$ cat config.mk
export PLATFORM = sky130hd
export DESIGN_NAME = tlb_op_ctrl
export DESIGN_NICKNAME = d
export VERILOG_FILES = /design/src/rtl/tlb_op_ctrl.sv
export SDC_FILE = /design/constraint.sdc
export NUM_CORES = 1
export LEC_CHECK = 0
export CORE_AREA = 2 2 139 141
export DETAILED_ROUTE_END_ITERATION = 8
export DIE_AREA = 0 0 141 143
export PLACE_DENSITY_LB_ADDON = 0.15
export SETUP_SLACK_MARGIN = 0.4
export SYNTH_ARGS = -nofsm -noshare
export SYNTH_HDL_FRONTEND = slang
export SYNTH_SLANG_ARGS = --single-unit
$ cat constraint.sdc
create_clock -name clk -period 1.7 [get_ports clk]
set_input_delay 0.34 -clock clk [delete_from_list [all_inputs] [get_ports clk]]
set_output_delay 0.34 -clock clk [all_outputs]
set_load 0.05 [all_outputs]
$ cat src/rtl/tlb_op_ctrl.sv
// TLB maintenance initiator: sequences TLBSRCH/TLBRD/TLBWR/TLBFILL/INVTLB
// toward the translation unit and produces the resulting CSR writes.
module tlb_op_ctrl #(
    parameter int unsigned TLBNUM    = 32,
    parameter logic [15:0] LFSR_SEED = 16'hACE1,
    localparam int unsigned IDXW     = $clog2(TLBNUM)
) (
    input  logic            clk,
    input  logic            reset,
    input  logic            flush,
    input  logic            op_valid,
    output logic            op_ready,
    input  logic [2:0]      op_code,
    input  logic [4:0]      inv_op,
    input  logic [9:0]      inv_asid,
    input  logic [18:0]     inv_vpn,
    output logic            op_done,
    output logic            op_illegal,
    input  logic [31:0]     csr_tlbidx,
    output logic            srch_en,
    input  logic            srch_finish,
    input  logic            srch_found,
    input  logic [IDXW-1:0] srch_index,
    input  logic            rd_e,
    input  logic            rd_g,
    input  logic [5:0]      rd_ps,
    input  logic [9:0]      rd_asid,
    input  logic [18:0]     rd_vppn,
    input  logic [25:0]     rd_lo0,
    input  logic [25:0]     rd_lo1,
    output logic            tlb_wen,
    output logic            tlb_fill_en,
    output logic [IDXW-1:0] rand_index,
    output logic            tlbinv_en,
    output logic [4:0]      tlbinv_op,
    output logic [9:0]      tlbinv_asid,
    output logic [18:0]     tlbinv_vpn,
    output logic            tlbidx_we,
    output logic [31:0]     tlbidx_wdata,
    output logic            tlbehi_we,
    output logic [31:0]     tlbehi_wdata,
    output logic            tlbelo0_we,
    output logic [31:0]     tlbelo0_wdata,
    output logic            tlbelo1_we,
    output logic [31:0]     tlbelo1_wdata,
    output logic            asid_we,
    output logic [9:0]      asid_wdata
);

    localparam logic [2:0] OP_SRCH = 3'd0;
    localparam logic [2:0] OP_RD   = 3'd1;
    localparam logic [2:0] OP_WR   = 3'd2;
    localparam logic [2:0] OP_FILL = 3'd3;
    localparam logic [2:0] OP_INV  = 3'd4;
    localparam logic [4:0] INV_MAX = 5'd6;

    typedef enum logic [2:0] {
        IDLE, SRCH_REQ, SRCH_WAIT, RD_ISSUE, RD_CAP, EXEC, DONE_NOP
    } state_t;

    state_t      state_q, state_d;
    logic [2:0]  op_q;
    logic [4:0]  inv_op_q;
    logic [9:0]  inv_asid_q;
    logic [18:0] inv_vpn_q;
    logic [15:0] lfsr_q;
    logic        kill;
    logic        accept;

    // Read-port lo word {ppn, plv, mat, d, v} to TLBELO layout
    function automatic logic [31:0] to_elo(input logic [25:0] lo, input logic g);
        return {4'b0, lo[25:6], 1'b0, g, lo[3:2], lo[5:4], lo[1], lo[0]};
    endfunction

    assign kill        = reset | flush;
    assign op_ready    = (state_q == IDLE);
    assign accept      = op_valid & op_ready & ~kill;
    assign rand_index  = lfsr_q[IDXW-1:0];
    assign tlbinv_op   = inv_op_q;
    assign tlbinv_asid = inv_asid_q;
    assign tlbinv_vpn  = inv_vpn_q;

    // State register
    always_ff @(posedge clk) begin
        if (reset) state_q <= IDLE;
        else       state_q <= state_d;
    end

    // Latch the accepted instruction and its INVTLB operands
    always_ff @(posedge clk) begin
        if (reset) begin
            op_q       <= 3'd0;
            inv_op_q   <= 5'd0;
            inv_asid_q <= 10'd0;
            inv_vpn_q  <= 19'd0;
        end else if (accept) begin
            op_q       <= op_code;
            inv_op_q   <= inv_op;
            inv_asid_q <= inv_asid;
            inv_vpn_q  <= inv_vpn;
        end
    end

    // Free-running Fibonacci LFSR (taps 16,14,13,11) for TLBFILL index
    always_ff @(posedge clk) begin
        if (reset) lfsr_q <= LFSR_SEED;
        else       lfsr_q <= {lfsr_q[14:0], lfsr_q[15] ^ lfsr_q[13] ^ lfsr_q[12] ^ lfsr_q[10]};
    end

    // Next state, strobes and CSR write data; flush/reset override everything
    always_comb begin
        state_d       = state_q;
        op_done       = 1'b0;
        op_illegal    = 1'b0;
        srch_en       = 1'b0;
        tlb_wen       = 1'b0;
        tlb_fill_en   = 1'b0;
        tlbinv_en     = 1'b0;
        tlbidx_we     = 1'b0;
        tlbehi_we     = 1'b0;
        tlbelo0_we    = 1'b0;
        tlbelo1_we    = 1'b0;
        asid_we       = 1'b0;
        tlbidx_wdata  = csr_tlbidx;
        tlbehi_wdata  = 32'd0;
        tlbelo0_wdata = 32'd0;
        tlbelo1_wdata = 32'd0;
        asid_wdata    = 10'd0;

        case (state_q)
            IDLE: begin
                if (accept) begin
                    case (op_code)
                        OP_SRCH:                 state_d = SRCH_REQ;
                        OP_RD:                   state_d = RD_ISSUE;
                        OP_WR, OP_FILL, OP_INV:  state_d = EXEC;
                        default:                 state_d = DONE_NOP;
                    endcase
                end
            end
            SRCH_REQ: begin
                srch_en = 1'b1;
                state_d = SRCH_WAIT;
            end
            SRCH_WAIT: begin
                if (srch_finish) begin
                    tlbidx_we = 1'b1;
                    op_done   = 1'b1;
                    if (srch_found) begin
                        tlbidx_wdata[IDXW-1:0] = srch_index;
                        tlbidx_wdata[31]       = 1'b0;
                    end else begin
                        tlbidx_wdata[31] = 1'b1;
                    end
                    state_d = IDLE;
                end
            end
            RD_ISSUE: begin
                state_d = RD_CAP;
            end
            RD_CAP: begin
                tlbidx_we  = 1'b1;
                tlbehi_we  = 1'b1;
                tlbelo0_we = 1'b1;
                tlbelo1_we = 1'b1;
                asid_we    = 1'b1;
                op_done    = 1'b1;
                if (rd_e) begin
                    tlbidx_wdata[29:24] = rd_ps;
                    tlbidx_wdata[31]    = 1'b0;
                    tlbehi_wdata        = {rd_vppn, 13'b0};
                    tlbelo0_wdata       = to_elo(rd_lo0, rd_g);
                    tlbelo1_wdata       = to_elo(rd_lo1, rd_g);
                    asid_wdata          = rd_asid;
                end else begin
                    tlbidx_wdata[29:24] = 6'd0;
                    tlbidx_wdata[31]    = 1'b1;
                end
                state_d = IDLE;
            end
            EXEC: begin
                op_done = 1'b1;
                case (op_q)
                    OP_WR:   tlb_wen     = 1'b1;
                    OP_FILL: tlb_fill_en = 1'b1;
                    OP_INV: begin
                        if (inv_op_q > INV_MAX) op_illegal = 1'b1;
                        else                    tlbinv_en  = 1'b1;
                    end
                    default: ;
                endcase
                state_d = IDLE;
            end
            DONE_NOP: begin
                op_done = 1'b1;
                state_d = IDLE;
            end
            default: state_d = IDLE;
        endcase

        if (kill) begin
            state_d     = IDLE;
            op_done     = 1'b0;
            op_illegal  = 1'b0;
            srch_en     = 1'b0;
            tlb_wen     = 1'b0;
            tlb_fill_en = 1'b0;
            tlbinv_en   = 1'b0;
            tlbidx_we   = 1'b0;
            tlbehi_we   = 1'b0;
            tlbelo0_we  = 1'b0;
            tlbelo1_we  = 1'b0;
            asid_we     = 1'b0;
        end
    end

endmodule

# == Word-level counts from Yosys, hierarchy flattened ==
# Index checks and enable logic that the tools add are counted.
# totals
input_bits,169
elab_cells,79
ff_bits,56
out_inout_bits,189
# classes
order_cmp,1
eq_ne,15
reduce_logical,6
muxes,44
n_bitwise,7
# op_table
cell,n
$mux 28,4
$mux 32,2
$mux 1,24
$mux 10,2
$eq 3x2->1 const B,6
$eq 3x3->1 const B,5
$mux 5,3
$mux 6,2
$pmux 3 s4,1
$pmux 3 s3,1
$eq 3x1->1 const B,2
$logic_not 3->1,2
$mux 3,2
$pmux 1 s2,3
$reduce_or 3->1,2
$gt 5x3->1 const B,1
$xor 1x1->1,3
$and 1x1->1,2
$ne 2x1->1 const B,1
$ne 2x2->1 const B,1
$reduce_and 2->1,1
$reduce_or 2->1,1
$not 1->1,1
$or 1x1->1,1

# == Logic depth before layout (Yosys ltp) ==
# depth
ltp_word,5
depth_mapped,6
ltp_nobuf,3

# == Least setup slack after synthesis ==
# No wires, ideal clock.
# synth_path
path_type,input-to-output
startpoint,in reset
endpoint,out op_done
path_slack_ns,-1.619
t_arrival_ns,2.979
path_stages,2
required_time_ns,1.360
cell_sequence,clkbuf_1 > a2111oi_0
# synth_via
elab_chain_len,2
# synth_rtl
item,line,source
from (decl),9,"input logic reset,"
$or 1x1->1,75,assign kill = reset | flush;
$mux 1,201,if (kill) begin
to (decl),17,"output logic op_done,"
# Every way passes these cells.

# == Final worst setup path ==
# layout_path
startpoint,reg state_q[0]
endpoint,out tlbelo0_wdata[6]
# layout_via
elab_chain_len,2
# layout_rtl
item,line,source
from (decl),61,"state_t state_q, state_d;"
from (signal assigned),86,else state_q <= state_d;
$eq 3x3->1,130,case (state_q)
$mux 28,130,
to (decl),43,"output logic [31:0] tlbelo0_wdata,"
# Every way passes these cells.

==> qor.yml <==
cts:
  cts_buffers: 5
  numClockSinks: 56
  cts_root_buffer: "clkbuf_16"
  cts.htree.levels: 2
  clock_latency_ns: 0.30
  tritoncts: "yes"
  clock_path_buffers: 2
  clk_pin_slew_ns: 0.08
  cts.hold.buffers_added: 0
die:
  fp-row-count: 50
  core_um2: 18600
  fp.dieW_um: 141
  io_pins: 358
  dieArea_um2: 20200
  die_h_um: 143
  start_util_pct: 17.5
detailed_routing:
  drt-initial-drc-count: 110
  num_vias: 4041
  avgViaCountPerCell: 4.25
  drt-pass1-iter-count: 4
  drtAntennaViolNets: 0
  drc: 0
  routed_wl_um: 20000
  post_drt_wl_per_cell_um: 21.1
sta:
  fin_crit_sh_pct: 128
  fin_worst_skew_ns: 0.00756
  hold_ws_ns: 0.412
  slew_violations: 0
  period_minus_slack_ns: 2.17
  fin_ws_ns: -0.472
  setup_viol: 144
  timing.fmax_mhz: 460
  hold_viol_final: 0
  worstMarginPinSlew_ns: 0.594
  slew_headroom_pct: 60.4
  rsz0062_at_grt: "true"
logic_synthesis:
  ys_seq_area_share_pct: 34.4
  syn_area_per_cell_um2: 7.97
  synthArstFlopShare_pct: 0
  synthCells: 409
  synth-xor-area-share_pct: 0.806
  synth_compound_area_share_pct: 14.4
  synth_seq_cells: 56
  yosys.area_share.simple_pct: 30.3
  muxShareOfSynthArea_pct: 2.07
  synth_adder_area_share_pct: 0
  ys_warn_count: 0
  syn_area_um2: 3260
  synth-edff-count: 0
  synth_ff_type: "dfxtp_1"
  synth_top_family_by_area: "simple AND/OR/NAND/NOR gates"
  synth_cell_types: 38
critical_path:
  worst_path_max_delay_cell: "or3b_4"
  path_common_cell: "buf_12"
  path_cells: "or3b_4 > nor2_4 > buf_6 > buf_12 > buf_12 > and2_4 > buf_12"
  crit_family: "simple AND/OR/NAND/NOR gates"
  crit_fanout: 6
  crit_buf_inv: 4
  arrival_ns: 1.83
  cp.required_ns: 1.36
  critPathCaptureType: "primary output"
  slowest_delay_ns: 0.41
  start_kind: "flip-flop"
  critical_path_class: "reg -> out"
placed_design:
  portBuffers: 294
  hpwl_um: 14600
  place_ws_ns: -0.531
  place.gp.congestion: 0.891
finish:
  regArea_um2: 1130
  area_delta_synth_final_pct: 174
  final_common_cell: "clkdlybuf4s50_1"
  mostFrequentLayoutCells: "clkdlybuf4s50_1 (145), buf_12 (115), and2_4 (82)"
  drive_gt1_share_pct: 56.2
  fill_cells: 1658
  multi_input_area_um2: 2370
  nNetsFinal: 882
global_routing:
  grt_overflow: 0
  grt_usage_pct: 18.7
  first_global_vias: 4194
  grt_pass1_wl_um: 27700
  grt_max_degree: 54
  antenna_found_initial: 1
pwr:
  p_per_area_nw_per_um2: 504
  comb_power_share_pct: 38.7
  pwr-share-clk_pct: 30.0
  switchingPower_mw: 1.41
  netSwitchingFraction_pct: 31.4
  peakVddDrop_mv: 0.579
  cellInternalPower_mw: 3.09
  pwr-share-seq_pct: 31.3
  power.total_mw: 4.50
  p_leak_nw: 3.56
hold_path:
  hold_path.class: "reg -> reg"
run:
  maxCapViolCount: 0
status:
  violations: "negative setup slack"
  status: "finished with violations"
area by class of cell:
class                      count  share of cell area (%)
antenna                        3                  0.0840
clock buffer                   5                    1.40
clock inverter                 3                   0.770
inverter                       3                   0.126
multi-input combinational    285                    26.5
sequential                    56                    12.6
tap                          234                    3.28
timing repair buffer         362                    55.2
synth_stat cells (2+ instances only):
library cell,instances,area share [%]
and2_1,82,16
dfxtp_1,56,34
buf_4,54,12
a21oi_1,39,6.0
nand3_1,38,5.8
o21ai_1,30,4.6
clkbuf_1,12,1.4
buf_2,10,1.5
nor2b_1,9,1.7
o21ai_0,8,1.2
or2_2,8,1.5
nor2_1,7,0.81
a22o_1,6,1.6
clkbuf_2,6,0.92
mux2_2,6,2.1
buf_6,3,1.0
inv_1,3,0.35
nand2_1,3,0.35
nand2b_1,3,0.58
nor3_1,3,0.46
and3_1,2,0.38
buf_1,2,0.23
nor4_1,2,0.38
or3_1,2,0.38
xor2_1,2,0.54
what timing repair did:
action                                  in CTS  in global routing
setup buffers                               14                  6
cloned                                      13                  3
gates resized for setup                     98                 34
endpoints found under the hold margin        0                  0
pin swaps                                   18                 14
endpoints found under the setup margin     149                149
metrics by stage:
stage	setup TNS [ns]	util, %	cell area (um^2)	instances
4_1_cts	-52.15	46.4	8630	939
3_3_place_gp	-40.55	40.8	7580	904
6_report	-51.47	48.1	8940	951
2_1_floorplan	-12.45	-	3780	431
3_5_place_dp	-43.20	40.8	7580	904
5_1_grt	-60.42	48.1	8930	949
routing by layer:
layer / track usage, % / vias to the layer above / wire length (um)
met4: 3.42 / 0 / 128
met3: 5.30 / 8 / 1530
li1: - / 1908 / -
met1: 23.6 / 1940 / 8250
met2: 32.3 / 185 / 10100
met5: 0 / - / 0
state kept, by name, indices dropped and copies added, names as in the netlist:
| name | count |
|---|---|
| state_q | 3 |
| tlbinv_asid | 10 |
| op_q | 3 |
| tlbinv_op | 5 |
| tlbinv_vpn | 19 |
| lfsr_q | 16 |
final timing paths:
kind                                start                     endpoint  slack (ns)  cells past startpoint
setup / recovery  state_q[0]$_SDFFE_PP0P_             tlbelo0_wdata[6]       -0.47                      7
hold / removal      lfsr_q[14]$_SDFF_PP0_        lfsr_q[15]$_SDFF_PP1_        0.41                      1
hold reg to reg     lfsr_q[14]$_SDFF_PP0_        lfsr_q[15]$_SDFF_PP1_        0.41                      1
setup reg to reg  state_q[0]$_SDFFE_PP0P_  tlbinv_vpn[17]$_SDFFE_PP0P_       -0.23                      7
worst reg2reg max path, delay by kind of cell, from the launching register on:
| family | cells | cell delay [ns] |
|---|---|---|
| AOI/OAI and AO/OA | 2 | 0.20 |
| DFF | 1 | 0.33 |
| buffers and inverters | 4 | 0.62 |
| and+or+nand+nor | 1 | 0.65 |
logic make-up after synthesis:
group | after synthesis
AOI/OAI and AO/OA | 87
and+or+nand+nor | 166
buffers and inverters | 90
DFF | 56
other | 1
xor gates and xnor gates | 3
muxes | 6
power by group through the flow:
stage               combinational [mW]  sequential (mW)  clock [mW]
detailed placement                1.45             1.43           0
CTS                               1.69             1.41        1.39
floorplan                        0.808             1.52           0
global route                      1.82             1.42        1.44
finish                            1.74             1.41        1.35
global placement                  1.45             1.43           0
Note: power is estimated with default switching activity, not from simulation.
